--- src/rtl/ctrl_conv_sched.sv ---
// rtl/ctrl_conv_sched.sv - window sequencer for the 1-D convolution datapath
// Borrows the write-side memory address, runs each K-tap MAC window and presents results.
module ctrl_conv_sched #(
    parameter int N  = 30,
    parameter int K  = 9,
    parameter int AW = 5,
    parameter int CW = 4
) (
    input  logic          clk,
    input  logic          reset,
    input  logic          start,
    input  logic          m_ready,
    output logic          en_ext_ctrl,
    output logic          ext_load_addr,
    output logic [AW-1:0] ext_load_addr_val,
    output logic          ext_incr_addr,
    output logic [CW-1:0] coef_addr,
    output logic          acc_clr,
    output logic          acc_en,
    output logic          m_valid,
    output logic [AW-1:0] out_idx,
    output logic          done
);

    typedef enum logic [2:0] {
        S_IDLE,
        S_LOAD,
        S_MAC,
        S_OUT,
        S_DONE
    } state_t;

    localparam logic [AW-1:0] BASE_LAST = AW'(N - K);
    localparam logic [CW-1:0] TAP_LAST  = CW'(K - 1);
    localparam logic [AW:0]   ADDR_END  = (AW + 1)'(N);

    state_t        state_q, state_d;
    logic [AW-1:0] base_q, base_d;
    logic [CW-1:0] tap_q, tap_d;

    always_comb begin
        state_d = state_q;
        base_d  = base_q;
        tap_d   = tap_q;
        case (state_q)
            S_IDLE: begin
                if (start) begin
                    state_d = S_LOAD;
                    base_d  = '0;
                end
            end
            S_LOAD: begin
                state_d = S_MAC;
                tap_d   = '0;
            end
            S_MAC: begin
                if (tap_q == TAP_LAST) begin
                    state_d = S_OUT;
                    tap_d   = '0;
                end else begin
                    tap_d = tap_q + 1'b1;
                end
            end
            S_OUT: begin
                if (m_ready) begin
                    if (base_q == BASE_LAST) begin
                        state_d = S_DONE;
                    end else begin
                        base_d  = base_q + 1'b1;
                        state_d = S_LOAD;
                    end
                end
            end
            S_DONE: begin
                state_d = S_IDLE;
                base_d  = '0;
            end
            default: begin
                state_d = S_IDLE;
                base_d  = '0;
                tap_d   = '0;
            end
        endcase
    end

    always_ff @(posedge clk) begin
        if (reset) begin
            state_q <= S_IDLE;
            base_q  <= '0;
            tap_q   <= '0;
        end else begin
            state_q <= state_d;
            base_q  <= base_d;
            tap_q   <= tap_d;
        end
    end

    // No increment on the last tap keeps mem_addr at base+K-1, inside the memory.
    assign en_ext_ctrl       = (state_q == S_LOAD) || (state_q == S_MAC) || (state_q == S_OUT);
    assign ext_load_addr     = (state_q == S_LOAD);
    assign ext_load_addr_val = (state_q == S_LOAD) ? base_q : '0;
    assign ext_incr_addr     = (state_q == S_MAC) && (tap_q != TAP_LAST);
    assign coef_addr         = (state_q == S_MAC) ? tap_q : '0;
    assign acc_clr           = (state_q == S_LOAD);
    assign acc_en            = (state_q == S_MAC);
    assign m_valid           = (state_q == S_OUT);
    assign out_idx           = (state_q == S_OUT) ? base_q : '0;
    assign done              = (state_q == S_DONE);

    logic [AW:0] mac_addr;
    assign mac_addr = {1'b0, base_q} + (AW + 1)'(tap_q);

    a_addr_cmd_excl: assert property (@(posedge clk) disable iff (reset)
        !(ext_load_addr && ext_incr_addr));
    a_acc_cmd_excl: assert property (@(posedge clk) disable iff (reset)
        !(acc_clr && acc_en));
    a_load_in_range: assert property (@(posedge clk) disable iff (reset)
        {1'b0, ext_load_addr_val} < ADDR_END);
    a_mac_in_range: assert property (@(posedge clk) disable iff (reset)
        !acc_en || (mac_addr < ADDR_END));
    a_idx_in_range: assert property (@(posedge clk) disable iff (reset)
        {1'b0, out_idx} < ADDR_END);

endmodule

--- config.mk ---
export PLATFORM = sky130hd
export DESIGN_NAME = ctrl_conv_sched
export DESIGN_NICKNAME = d
export VERILOG_FILES = /design/src/rtl/ctrl_conv_sched.sv
export SDC_FILE = /design/constraint.sdc
export NUM_CORES = 1
export LEC_CHECK = 0
export ABC_CLOCK_PERIOD_IN_PS = 2600
export BUFFER_PORTS_ARGS = -buffer_cell sky130_fd_sc_hd__buf_2
export CORE_MARGIN = 1.5
export CORE_UTILIZATION = 52
export DETAILED_ROUTE_END_ITERATION = 6
export GPL_TIMING_DRIVEN = 1
export HOLD_SLACK_MARGIN = 0.1
export PLACE_DENSITY = 0.88
export SYNTH_ARGS = -nofsm -noshare
export SYNTH_HDL_FRONTEND = slang
export SYNTH_SLANG_ARGS = --single-unit
--- constraint.sdc ---
create_clock -name clk -period 2.6 [get_ports clk]
set_clock_uncertainty 0.2 [all_clocks]
set_input_delay 0.13 -clock clk [delete_from_list [all_inputs] [get_ports clk]]
set_output_delay 0.13 -clock clk [all_outputs]
set_load 0.02 [all_outputs]
Word level (Yosys, flattened, before mapping)
Index checks and enable logic that the tools add are counted.
{ "word_totals": {"reg_bits": 12, "output_inout_bits": 21} }
{ "classes": {"muxes": 14, "eq_ne": 11, "reduce_logical": 8, "n_addsub": 2, "n_bitwise": 1} }
{ "op_table": {"columns": ["op", "n"], "rows": [
  ["two-way mux 5 bit", 5],
  ["case mux 5 bit (3 select lines)", 1],
  ["two-way mux 3 bit", 4],
  ["case mux 3 bit (4 select lines)", 1],
  ["two-way mux 4 bit", 2],
  ["case mux 4 bit (2 select lines)", 1],
  ["equality test 3 x 2 -> 1 bit, second input constant", 2],
  ["!= test 2 bit, second input constant", 3],
  ["adder 5 x 1 -> 5 bit, second input constant", 1],
  ["equality test 5 bit, second input constant", 1],
  ["adder 4 x 1 -> 4 bit, second input constant", 1],
  ["equality test 4 bit, second input constant", 1],
  ["!= test 4 bit, second input constant", 1],
  ["AND reduction 4 bit", 1],
  ["equality test 3 x 1 -> 1 bit, second input constant", 1],
  ["equality test 3 bit, second input constant", 1],
  ["logical NOT 3 bit", 1],
  ["AND reduction 3 bit", 1],
  ["OR reduction 3 bit", 1],
  ["logical OR 1 bit", 2],
  ["!= test 2 x 1 -> 1 bit, second input constant", 1],
  ["OR reduction 2 bit", 1],
  ["logical AND 1 bit", 1],
  ["inverter 1 bit", 1]
]} }

Logic depth before layout (Yosys ltp)
{ "logic_depth": {"ltp_word": 4, "depth_mapped": 7, "ltp_nobuf": 6} }

Worst setup path before layout
OpenSTA, ideal clock, no wires.
{ "synth_timing": {"path_kind": "register -> output", "from": "register state_q[0]", "to": "output ext_load_addr_val[0]", "path_buffers": 0, "required_time_ns": 2.270, "path_slack_ns": 0.686, "stages_incl_launch_ff": 3, "arrival_ns": 1.584, "cell_sequence": "dfxtp_1 -> nor3b_1 -> and2_1"} }
{ "synth_between": {"elab_chain_cells": 2} }
{ "synth_lines": {"columns": ["item", "line_no", "rtl"], "rows": [
  ["start: declaration", "37", "state_t state_q, state_d;"],
  ["start signal: assignment", "92", "state_q <= state_d;"],
  ["equality test 3 x 1 -> 1 bit", null, null],
  ["via acc_clr", "18", "output logic acc_clr,"],
  ["two-way mux 5 bit", "101", "assign ext_load_addr_val = (state_q == S_LOAD) ? base_q : '0;"],
  ["end: declaration", "15", "output logic [AW-1:0] ext_load_addr_val,"]
]} }
The timed path passes the listed nets, and every way through them passes these cells.

Worst setup path after layout
{ "layout_timing": {"from": "register state_q[1]", "to": "register state_q[0]"} }
{ "layout_between": {"elab_chain_cells": 3, "word_cells_on_any_way": 9, "classes_between": "eq/ne (6); mux (1); reduce/logical (2)"} }
{ "layout_lines": {"columns": ["item", "line_no", "rtl"], "rows": [
  ["equality test 3 x 2 -> 1 bit or logical NOT 3 bit (tied branches)", "45", "case (state_q)"],
  ["!= test 2 x 1 -> 1 bit (no line) or != test 2 bit (tied branches)", null, null],
  ["AND reduction 3 bit (no line)", null, null]
]} }
Several ways; a longest one is shown, not always the timed one.
A chain may end at the register's enable or synchronous reset.

==> flow_results.org <==
** Finish
- Fraction of layout cells with a size suffix above 1 :: 0.258
- 0 antenna diodes ended up in the layout.
- At the end of the flow, the number of nets in the layout was 129.
- The library cell used most frequently in the layout, excluding fill and tap cells, is buf_2.
- Post-synthesis to final-layout area growth :: 25.3%
- Fraction of the core area covered by cells at the end of the flow :: 0.714
- Highest-count cells in the layout ignoring fill and taps :: 24 x buf_2, 14 x and2_1, 12 x dfxtp_1, 8 x nor2_1, 7 x a21oi_1
- Final standard cell count with taps included and fillers excluded :: 135
- Area occupied by registers :: 240 sq um
- Count of filler cells inserted in the layout :: 108
- Multi-input combinational cell area :: 467 sq um

** Global route
- First-pass GRT wire length :: 2.54 mm
- Residual overflow from global routing :: 0
- Number of antenna violations at the first check in global routing :: 0
- Entering global routing, the biggest net connects 14 pins.
- Total routing usage reported by global routing :: 0.241
- The number of global-route vias before repair was 600.

** Critical path
- The worst register-to-register path begins at state_q[1].
- STA classifies the critical path endpoint as a register.
- The critical path is of the reg2reg type.
- Setup slack on the worst reg-to-reg path comes out at 0.38 ns.
- Required time worst endpoint :: 2.57 ns
- Number of cells on the worst reg-to-reg path :: 5
- Start point of the critical path :: state_q[1]
- Worst path arrival time :: 2.18 ns
- In this run the worst path has a maximum fanout of 8.
- Sort of element at the start of the critical path :: register

** Synthesis
- Post-synthesis cell type with the largest combined area :: dfxtp_1
- Primary FF master, synth :: dfxtp_1
- Counting distinct cell types in the post-synthesis netlist gives 32.
- The synthesized netlist occupies a cell area of 751 sq um.
- Post-synth EDFFs :: 0
- The average instance in the mapped netlist occupies 8.07 sq um.
- The share of synthesized area in the top cell type comes to 0.320.
- Warnings from Yosys :: 0
- For this run, the register share of the synthesized area comes to 0.320.
- The number of nets handed over by synthesis was 101.
- After technology mapping, the gate count stands at 93.
- After synthesis, the cell types taking the most area are dfxtp_1 32%, and2_1 12%, ha_1 6.7%, a21oi_1 4.7%, nor2_1 4.0%.
- After synthesis the netlist holds a flip-flop and latch count of 12.
- Of all flip-flops after synthesis, the portion carrying an async set or reset was 0.

** STA
- Fin crit share :: 0.853
- Setup repair after global routing left no endpoint under its margin.
- For the final routed database, the setup TNS stands at 0 ns.
- Hold Violations, Final :: 0
- Final Critical Period :: 2.22 ns
- The number of max-slew violations in the final report is 0.
- The worst pin sits at a relative slew slack of 0.604.
- Worst Max-Slew Pin Slew :: 0.593 ns
- Endpoints failing setup :: 0
- Timing-limited maximum frequency :: 0.451 GHz

** Status
- Run status :: finished clean

** Floorplan
- I/O pin count :: 25
- Die Area :: 0.00168 sq mm
- Row generation in the floorplan step produced 13 rows.
- After floorplanning, the core was sized to cover 0.00132 sq mm.
- Measured along the x axis, the die boundary spans 41.0 um.
- Die Y-Extent :: 41.0 um
- For this configuration, the core starts out at a cell density of 0.570.

** Power and ir drop
- Max VDD drop :: 0.000355 V
- In this run the static leakage power is 0.419 nW.
- Power consumption :: 0.490 mW
- Power density normalized to cell area :: 521 mW/mm^2

** Routing
- Wires add up to 1.68 mm.
- Average wire length per cell after detail routing :: 12.5 um
- Remaining antenna violation count after routing :: 0
- Total number of vias :: 753
- The first detailed-routing pass took 4 iterations.
- In the routed design, unresolved DRC markers number 0.
- Via density per instance :: 5.58
- Iteration-0 DRC Markers :: 28

** Min path
- The worst hold path belongs to the class reg2reg.
- Hold path startpoint :: base_q[1]
- The worst hold path passes through 2 cells.

** Clocking
- The later pin in the worst-skew pair is clocked with a latency of 0.27 ns.
- Number of buffers added for setup after CTS :: 0
- Max clock buf depth :: 2
- Clk root buf :: clkbuf_4
- The number of clock buffers added by TritonCTS is 3.
- Clock-pin slew was measured on the worst setup and hold paths at 0.08 ns.
- Number of H-tree branching levels :: 1
- Clock sink count :: 12
- TritonCTS built the clock tree.

** Job
- Across the run, the number of max-cap violations was 0.

** Placed design
- The congestion estimate from routability-driven global placement came to 0.720.
- Counting tap cells, the placed design contains a total of 127 instances.
- DP HPWL :: 1.21 mm
- Number of buffers added on ports :: 24
[logic make-up after synthesis]
logic type	after synthesis	synth area share
AND/OR/NAND/NOR	49	0.395
AO/OA/AOI/OAI	18	0.160
flip-flops	12	0.320
buffers and inverters	10	0.0583
adder cells (fa/ha/maj)	4	0.0667
[Yosys cell counts, types with 2 or more instances]
cell      instances
nand3_1           3
or3_1             3
a21oi_1           7
nor2b_1           2
nor4_1            3
o21ai_0           4
nor2_1            8
nand3b_1          2
ha_1              4
and2_1           14
a311oi_1          2
or4_1             2
inv_1             5
clkbuf_1          2
dfxtp_1          12
nand2_1           4
[path summary, 6_finish.rpt]
path                      to
setup / recovery  state_q[0]
hold reg to reg    base_q[1]
hold / removal     base_q[1]
setup reg to reg  state_q[0]
[layer usage]
layer | part of all wire | track usage
met5 | 0 | 0
met4 | 0.024 | 0.150
met3 | 0.055 | 0.0489
met2 | 0.48 | 0.391
met1 | 0.44 | 0.286
[power by group]
part | internal, mW | switching, mW | total (mW) | leakage (nW)
clock | 0.0851 | 0.0636 | 0.149 | 0.0210
sequential | 0.193 | 0.0183 | 0.211 | 0.0973
combinational | 0.0491 | 0.0814 | 0.131 | 0.300
[critical path, stage by stage (launching register included)]
cell and delay (ns):
dfxtp_1 0.47, nor3b_4 0.35, and2_1 0.31, o32a_1 0.20, nor2_1 0.04, dlygate4sd3_1 0.55
[per-stage QoR]
stage	hold slack [ns]	instance area (sq um)	setup WS (ns)
global route	0.356	941	0.179
floorplan	0.00866	751	0.686
finish	0.314	941	0.381
global placement	0.242	865	0.704
CTS	0.322	941	0.395
detailed placement	0.237	865	0.661
[layout make-up]
cell class | count | share of cell area
multi-input combinational | 71 | 0.496
timing repair buffer | 28 | 0.170
clock buffer | 4 | 0.0386
inverter | 5 | 0.0199
tap | 15 | 0.0199
sequential | 12 | 0.255
[registers in the layout, indices dropped and copies added (netlist names)]
signal / flops
tap_q: 4
base_q: 5
state_q: 3
[repair_timing]
action                    4_1_cts  5_1_grt
gates resized for setup         0        0
hold endpoints to repair       12        0
hold buffers                    4        0
Power figures use the tool's default switching activity.
